### config.mk
export PLATFORM = sky130hd
export DESIGN_NAME = ascon_input_loader
export DESIGN_NICKNAME = d
export VERILOG_FILES = /design/src/rtl/ascon_loader_pkg.sv /design/src/rtl/ascon_loader_timer.sv /design/src/rtl/ascon_input_loader.sv
export SDC_FILE = /design/constraint.sdc
export NUM_CORES = 2
export LEC_CHECK = 0
export CAP_MARGIN = 20
export CORE_AREA = 2 2 315 317
export DETAILED_ROUTE_END_ITERATION = 12
export DIE_AREA = 0 0 317 319
export GPL_TIMING_DRIVEN = 0
export PLACE_DENSITY = 0.7
export REMOVE_ABC_BUFFERS = 1
export SETUP_SLACK_MARGIN = 0.3
export SLEW_MARGIN = 20
export SYNTH_ARGS = -nofsm -noshare
export SYNTH_HDL_FRONTEND = slang
export SYNTH_SLANG_ARGS = --single-unit
### constraint.sdc
create_clock -name CLK -period 2.2 [get_ports CLK]
set_input_delay 0.66 -clock CLK [delete_from_list [all_inputs] [get_ports CLK]]
set_output_delay 0.66 -clock CLK [all_outputs]
set_load 0.03 [all_outputs]
### src/rtl/ascon_loader_pkg.sv
// Shared types and frame layout for the Ascon input loader.
// Frame word indices: SK 0-3, N 4-7, A 8-9, P 10-11.
package ascon_loader_pkg;

  localparam int WORDS = 12;

  localparam logic [3:0] SK_LAST = 4'd3;
  localparam logic [3:0] N_LAST  = 4'd7;
  localparam logic [3:0] A_LAST  = 4'd9;
  localparam logic [3:0] P_LAST  = 4'd11;

  typedef enum logic [1:0] {
    LOAD   = 2'd0,
    START  = 2'd1,
    WAIT   = 2'd2,
    RESULT = 2'd3
  } state_e;

  function automatic logic [31:0] byte_swap32(input logic [31:0] w);
    return {w[7:0], w[15:8], w[23:16], w[31:24]};
  endfunction

endpackage

### src/rtl/ascon_loader_timer.sv
// Core-latency down-counter: loads on the START cycle, done while the count is zero.
module ascon_loader_timer #(
  parameter int CORE_LATENCY = 45
) (
  input  logic clk,
  input  logic srst,
  input  logic load,
  output logic done
);

  localparam int CW = $clog2(CORE_LATENCY + 1);

  logic [CW-1:0] count_q, count_d;

  // Loading LATENCY-1 makes done coincide with the cycle the core output is valid.
  always_comb begin
    count_d = count_q;
    if (load) begin
      count_d = CW'(CORE_LATENCY - 1);
    end else if (count_q != '0) begin
      count_d = count_q - CW'(1);
    end
  end

  always_ff @(posedge clk) begin
    if (srst) begin
      count_q <= '0;
    end else begin
      count_q <= count_d;
    end
  end

  assign done = (count_q == '0);

endmodule

### src/rtl/ascon_input_loader.sv
// Frames 12 input words into SK/N/A/P, launches the encrypt core, returns C/T.
// Optional ASCON_LOADER_BYTESWAP_EN byte-reverses each word before storage.
module ascon_input_loader #(
  parameter int CORE_LATENCY = 45,
  parameter int WORDS        = 12
) (
  input  logic         CLK,
  input  logic         RST,
  input  logic [31:0]  IN_DATA,
  input  logic         IN_VALID,
  output logic         IN_READY,
  input  logic         IN_LAST,
  output logic [127:0] SK,
  output logic [127:0] N,
  output logic [63:0]  A,
  output logic [63:0]  P,
  output logic         CORE_START,
  input  logic [63:0]  CORE_C,
  input  logic [127:0] CORE_T,
  output logic [63:0]  RES_C,
  output logic [127:0] RES_T,
  output logic         RES_VALID,
  input  logic         RES_READY,
  output logic         ERR
);

  import ascon_loader_pkg::*;

  localparam int N_BASE = int'(SK_LAST) + 1;
  localparam int A_BASE = int'(N_LAST) + 1;
  localparam int P_BASE = int'(A_LAST) + 1;

  state_e       state_q, state_d;
  logic [3:0]   cnt_q, cnt_d;
  logic         err_q, err_d;
  logic [31:0]  stage_q [WORDS];
  logic [31:0]  stage_d [WORDS];
  logic [31:0]  ops_q   [WORDS];
  logic [31:0]  ops_d   [WORDS];
  logic [63:0]  res_c_q, res_c_d;
  logic [127:0] res_t_q, res_t_d;
  logic [31:0]  word_in;
  logic         timer_load;
  logic         timer_done;

`ifdef ASCON_LOADER_BYTESWAP_EN
  assign word_in = byte_swap32(IN_DATA);
`else
  assign word_in = IN_DATA;
`endif

  ascon_loader_timer #(
    .CORE_LATENCY(CORE_LATENCY)
  ) u_timer (
    .clk  (CLK),
    .srst (RST),
    .load (timer_load),
    .done (timer_done)
  );

  // Words land in a staging buffer; operands only update on a well-framed
  // final word, so a bad frame never disturbs the last good operands.
  always_comb begin
    state_d    = state_q;
    cnt_d      = cnt_q;
    err_d      = err_q;
    stage_d    = stage_q;
    ops_d      = ops_q;
    res_c_d    = res_c_q;
    res_t_d    = res_t_q;
    timer_load = 1'b0;

    case (state_q)
      LOAD: begin
        if (IN_VALID) begin
          if (cnt_q == P_LAST) begin
            cnt_d = 4'd0;
            if (IN_LAST) begin
              ops_d         = stage_q;
              ops_d[P_LAST] = word_in;
              state_d       = START;
            end else begin
              err_d = 1'b1;
            end
          end else if (IN_LAST) begin
            err_d = 1'b1;
            cnt_d = 4'd0;
          end else begin
            stage_d[cnt_q] = word_in;
            cnt_d          = cnt_q + 4'd1;
          end
        end
      end
      START: begin
        timer_load = 1'b1;
        state_d    = WAIT;
      end
      WAIT: begin
        if (timer_done) begin
          res_c_d = CORE_C;
          res_t_d = CORE_T;
          state_d = RESULT;
        end
      end
      RESULT: begin
        if (RES_READY) begin
          state_d = LOAD;
        end
      end
      default: state_d = LOAD;
    endcase
  end

  always_ff @(posedge CLK) begin
    if (RST) begin
      state_q <= LOAD;
      cnt_q   <= 4'd0;
      err_q   <= 1'b0;
      res_c_q <= '0;
      res_t_q <= '0;
      for (int i = 0; i < WORDS; i++) begin
        stage_q[i] <= '0;
        ops_q[i]   <= '0;
      end
    end else begin
      state_q <= state_d;
      cnt_q   <= cnt_d;
      err_q   <= err_d;
      res_c_q <= res_c_d;
      res_t_q <= res_t_d;
      stage_q <= stage_d;
      ops_q   <= ops_d;
    end
  end

  // Most significant word first within each operand.
  genvar gi;
  generate
    for (gi = 0; gi < 4; gi++) begin : g_sk
      assign SK[127-32*gi -: 32] = ops_q[gi];
    end
    for (gi = 0; gi < 4; gi++) begin : g_n
      assign N[127-32*gi -: 32] = ops_q[N_BASE+gi];
    end
    for (gi = 0; gi < 2; gi++) begin : g_a
      assign A[63-32*gi -: 32] = ops_q[A_BASE+gi];
    end
    for (gi = 0; gi < 2; gi++) begin : g_p
      assign P[63-32*gi -: 32] = ops_q[P_BASE+gi];
    end
  endgenerate

  assign IN_READY   = (state_q == LOAD);
  assign CORE_START = (state_q == START);
  assign RES_VALID  = (state_q == RESULT);
  assign RES_C      = res_c_q;
  assign RES_T      = res_t_q;
  assign ERR        = err_q;

endmodule

# After elaboration in Yosys (flattened, before gate mapping)
# Cells that the tools add are included.
classes:
  n_addsub: 2
  magnitude_cmp: 2
  n_eq_ne: 10
  n_mux: 17
  n_bitwise: 3
  reduce_logical: 13
ops:
  columns: ["operator", "count"]
  rows:
  - ["384-bit bitwise mux", 1]
  - ["32-bit demux with 4-bit select", 1]
  - ["32-bit 2-to-1 mux", 1]
  - ["6-bit 2-to-1 mux", 2]
  - ["4-bit AND reduction", 3]
  - ["2-bit 2-to-1 mux", 5]
  - ["4-bit 2-to-1 mux", 2]
  - ["2-bit case mux with 4 select lines", 1]
  - ["6-bit zero test", 1]
  - ["2-bit by 1-bit inequality test with 1-bit output, second input constant", 3]
  - ["2-bit inequality test, second input constant", 3]
  - ["6-bit nonzero test", 1]
  - ["6-bit by 1-bit subtractor with 6-bit output, second input constant", 1]
  - ["5-bit greater-or-equal comparator, second input constant", 1]
  - ["5-bit by 1-bit less-than comparator with 1-bit output, second input constant", 1]
  - ["4-bit NOT with 5-bit output", 1]
  - ["5-bit AND reduction", 1]
  - ["4-bit by 1-bit adder with 4-bit output, second input constant", 1]
  - ["2-bit == test, second input constant", 2]
  - ["4-bit == test, second input constant", 1]
  - ["1-bit 2-to-1 mux", 4]
  - ["2-bit AND reduction", 2]
  - ["2-bit nonzero test", 2]
  - ["2-bit by 1-bit == test with 1-bit output, second input constant", 1]
  - ["other kinds (4)", 5]
word_totals:
  regBits: 973
  out_inout_bits: 580
  word_cells: 78

# Depth between registers and ports, before layout
logic_depth:
  depth_word: 6
  depth_mapped: 11
  depth_no_buf: 8

# Hierarchy
# Synthesis repeated with hierarchy kept, for this count alone.
unflattened:
  hier_cells: 3806
  hier_area_um2: 33233.1
modules_own_cells:
  columns: ["mod", "instances", "cells_each", "area_each_um2", "seq_area_each_um2"]
  rows:
  - ["ascon_input_loader", 1, 3768, 32895.3, 18718.0]
  - ["ascon_loader_timer", 1, 38, 337.8, 120.1]

# Worst setup path before layout
# No wires, ideal clock.
synth_timing:
  kind: "register to register"
  startpoint: "reg cnt_q[2]"
  endpoint: "reg stage_q[302] in the netlist's numbering"
  t_arrival_ps: 2137
  t_required_ps: 2068
  path_slack_ps: -70
  stages_incl_launch_ff: 12
  path_buffers: 4
  synth_period_minus_slack_ps: 2270
  path_cell_list: "dfxtp_1 clkbuf_1 and3b_1 inv_1 ha_1 buf_2 nand4_1 or3_1 clkbuf_1 clkbuf_1 nand2_1 a21oi_1"
synth_between:
  elab_chain_cells: 6
  elab_cells_between_ends: 10
  classes_between: "order compare: 2; eq/ne: 1; mux: 3; bitwise: 2; reduce/logical: 2"
synth_lines:
  columns: ["item", "line", "rtl"]
  rows:
  - ["start, declared", "ascon_input_loader.sv:34", "logic [3:0] cnt_q, cnt_d;"]
  - ["start signal, assigned", "ascon_input_loader.sv:127", "cnt_q <= cnt_d;"]
  - ["4-bit NOT with 5-bit output (implied by the code)", "ascon_input_loader.sv:89", "stage_d[cnt_q] = word_in;"]
  - ["5-bit greater-or-equal comparator (implied by the code) or 5-bit by 1-bit less-than comparator with 1-bit output (tied branches)", "ascon_input_loader.sv:89", null]
  - ["1-bit logical AND (implied by the code)", "ascon_input_loader.sv:89", null]
  - ["32-bit 2-to-1 mux (implied by the code)", "ascon_input_loader.sv:89", null]
  - ["32-bit demux with 4-bit select", "ascon_input_loader.sv:89", null]
  - ["384-bit bitwise mux", "ascon_input_loader.sv:89", null]
  - ["end signal, assigned", "ascon_input_loader.sv:131", "stage_q <= stage_d;"]
  - ["end, declared", "ascon_input_loader.sv:36", "logic [31:0] stage_q [WORDS];"]
# Several ways; a longest one is shown, not always the timed one.
# A chain may end at the register's enable or synchronous reset.

# Final worst setup path
layout_timing:
  startpoint: "reg cnt_q[0]"
  endpoint: "reg stage_q[373] in the netlist's numbering"
# Same word-level chain as after synthesis.

==> qor.csv <==
metric,value,unit
fin area,49400,sq um
XOR/XNOR Fraction of Synth Area,0.0269,%
CTS Root Buffer Type,clkbuf_16,
GRT Residual Overflow,0,
fin util,50.6,%
final period utilization,104,%
WHS,321,ps
Worst R2R Setup Slack,-90,ps
Max H-tree Level,3,
Via density,5.06,
worst r2r path cells,12,
Iteration-0 DRC Markers,2518,
startpoint types,register,
sequential-to-total area share from yosys stat,57.8,%
count of final max-slew check failures,0,
failing checks,negative setup slack,
clock tree from TritonCTS,built,
first-pass iteration count of the detailed router,5,
synthesized area per cell,7.81,sq um
hold depth,2,
Synth Flop Type,dfxtp_1,
die height,319,um
post-synthesis adder-cell area fraction,0.422,%
async set or reset register ratio after synthesis,0,%
WL final,146,mm
P per Cell Area,727,nW/um^2
vias,32300,
Initial Util,33.4,%
Synth Area in Compound Gates,14.5,%
"Reg clk slew, reported paths",70,ps
DR WL/cell,22.8,um
total CTS buffers,99,
post-synth top area share,57.8,%
synth warn,0,
Tightest Pin Transition,1220,ps
Clock Tree Buf Depth,3,
Simple-Gate Fraction of Synth Area,22.5,%
Num Clock Sinks,941,
drt drc,0,
worst hold path type,primary input to register,
Leakage,0.0200,uW
vias in the first global route,29800,
status,"finished, violations left",
row count,115,
Die X-Extent,317,um
first-pass GRT wire length,195,mm
Max VDD drop,744,uV
max_cap viols,0,
Netlist cell types,35,
Setup TNS Final,-5560,ps
synthesized instance count,4174,
area post-placement,42200,sq um
synthesized cell area,32600,sq um
die area,101000,sq um
Clock Latency Late Sink,680,ps
reg-to-reg critical path endpoint,stage_q[373],
"Hold Vio Cnt, Final",0,
RSZ-0062 raised after global routing,yes,
Hold Crit Start,RST,
pin count of the biggest net entering global routing,130,
number of synthesized flops with an enable pin,0,
hpwl dp,85.1,mm
Final Skew,27.2,ps
nets,5246,
Placer Congestion,0.820,
final setup vio count,218,
initial antenna violation count,32,
worst r2r src,cnt_q[0],
hold-critical path endpoint,SK[107],
post-route ant nets,0,
dominant cells by area after synthesis,"dfxtp_1 58%, nand2_1 21%, a21oi_1 14%",
number of port buffers,808,
layout cells sized above 1,15.1,%
CTS Hold Bufs,0,
"Min Clock Period, post-route",2290,ps
GRT Overall Usage,25.9,%
largest area contributor in the netlist,dfxtp_1,
Layout area overhead,51.6,%
Setup CP Type,register to register,
critical-path maximum fanout,7,
mux share of post-synthesis cell area,0.0614,%
Critical Path RT,2810,ps
IO Count,809,
Rel. slew slack,18.2,%
Final Worst Setup Slack,-92.2,ps
Seq cells post-synth,941,
crit path DAT,2910,ps
Max Fclk,436,MHz
Core Area,97700,sq um
largest family of logic cells by synthesized area,simple AND/OR/NAND/NOR gates,
crit end category,register,
==> metrics by stage <==
step | power, uW | std cells | setup WS (ps)
after floorplan | 17900 | 3832 | -6670
after CTS | 36000 | 6307 | -73.1
after detailed placement | 18900 | 6006 | -1830
after global placement | 18900 | 5927 | -24820
final | 35900 | 6374 | -92.2
after global routing | 36900 | 6369 | -163
==> sequential cells by signal (all words and copies together), names as in the netlist <==
register,count
RES_C,64
P,64
cnt_q,4
N,128
RES_T,128
ERR,1
SK,128
A,64
state_q,2
u_timer.count_q,6
stage_q,352
==> worst max path at each step <==
stage | from | endpoint | slack (ps)
final | cnt_q[0] | stage_q[373] | -90
after global routing | cnt_q[0] | stage_q[373] | -160
after CTS | cnt_q[0] | stage_q[371] | -70
after detailed placement | IN_LAST | P[51] | -1830
after global placement | RST | state_q[1] | -24820
after floorplan | u_timer.count_q[0] | RES_C[0] | -6670
==> cell usage in the layout, fill, tap and decap left out, drive strengths merged, types with 2 or more instances in the layout <==
cell	netlist	routed
a211oi	2	2
a21oi	934	934
and3	1	3
buf	60	235
bufbuf	0	16
bufinv	0	5
clkbuf	282	172
clkdlybuf4s15	0	15
clkdlybuf4s50	0	225
clkinv	0	13
dfxtp	941	941
diode	0	8
dlygate4sd2	0	547
dlymetal6s2s	0	2
ha	11	11
inv	9	12
mux2i	2	2
nand2	1864	1866
nand2b	6	6
nand3	6	7
nand4	5	5
nor2	17	17
nor3	9	9
nor4	2	2
or2	3	8
or3	5	6
or4b	1	2
==> repair_timing <==
item | in CTS | in global routing
hold endpoints to repair | 0 | 0
setup endpoints to repair | 1512 | 1503
pin swaps | 73 | 103
buffers inserted | 89 | 32
gates resized for setup | 955 | 291
gates cloned | 38 | 27
==> kinds of logic after synthesis <==
logic type | Yosys count
and+or+nand+nor | 1926
AOI/OAI and AO/OA | 942
DFF | 941
buffers and inverters | 351
adders and majority gates | 11
muxes | 2
xor gates and xnor gates | 1
==> synthesized netlist by cell type (2+ instances only) <==
library cell / instances
nor3_1: 9
nand3_1: 6
or2_2: 3
nor4_1: 2
a211oi_1: 2
a21oi_1: 934
nor2_1: 17
nand2b_1: 6
clkbuf_1: 282
or3_1: 5
ha_1: 11
dfxtp_1: 941
buf_1: 5
buf_2: 35
nand2_1: 1864
inv_1: 9
buf_6: 20
nand4_1: 5
mux2i_1: 2
==> power by group <==
part	switching [uW]	internal, uW	leakage (uW)
logic	930	719	0.0108
registers	92.2	17100	0.00759
clock network	7160	9910	0.00161
total	8190	27800	0.0200
==> per-layer routing <==
layer | routed length, um | part of all wire [%] | global-route usage (%) | up-vias
met4 | 9490 | 6.5 | 14.8 | 44
li1 | - | - | - | 15100
met2 | 72100 | 50 | 44.5 | 1354
met3 | 11700 | 8.0 | 7.06 | 392
met5 | 301 | 0.21 | 0 | -
met1 | 52000 | 36 | 28.5 | 15400
==> layout make-up <==
cell class,count,area (sq um)
sequential,941,18900
clock buffer,152,2990
inverter,9,33.8
timing repair buffer,1061,11800
fill,9151,48300
multi-input combinational,2894,13900
tap,1287,1610
clock inverter,22,290
antenna,8,20.0
==> worst max-delay path, cell delays in order, from the launching register on <==
cell and delay, ps:
dfxtp_4 360, ha_4 160, and3b_2 250, inv_2 100, ha_4 180, nand4_1 110, buf_6 190, nor3_4 150
buf_6 160, buf_12 140, clkbuf_16 170, nand2_2 70, a21oi_2 180
Power figures use the tool's default switching activity.
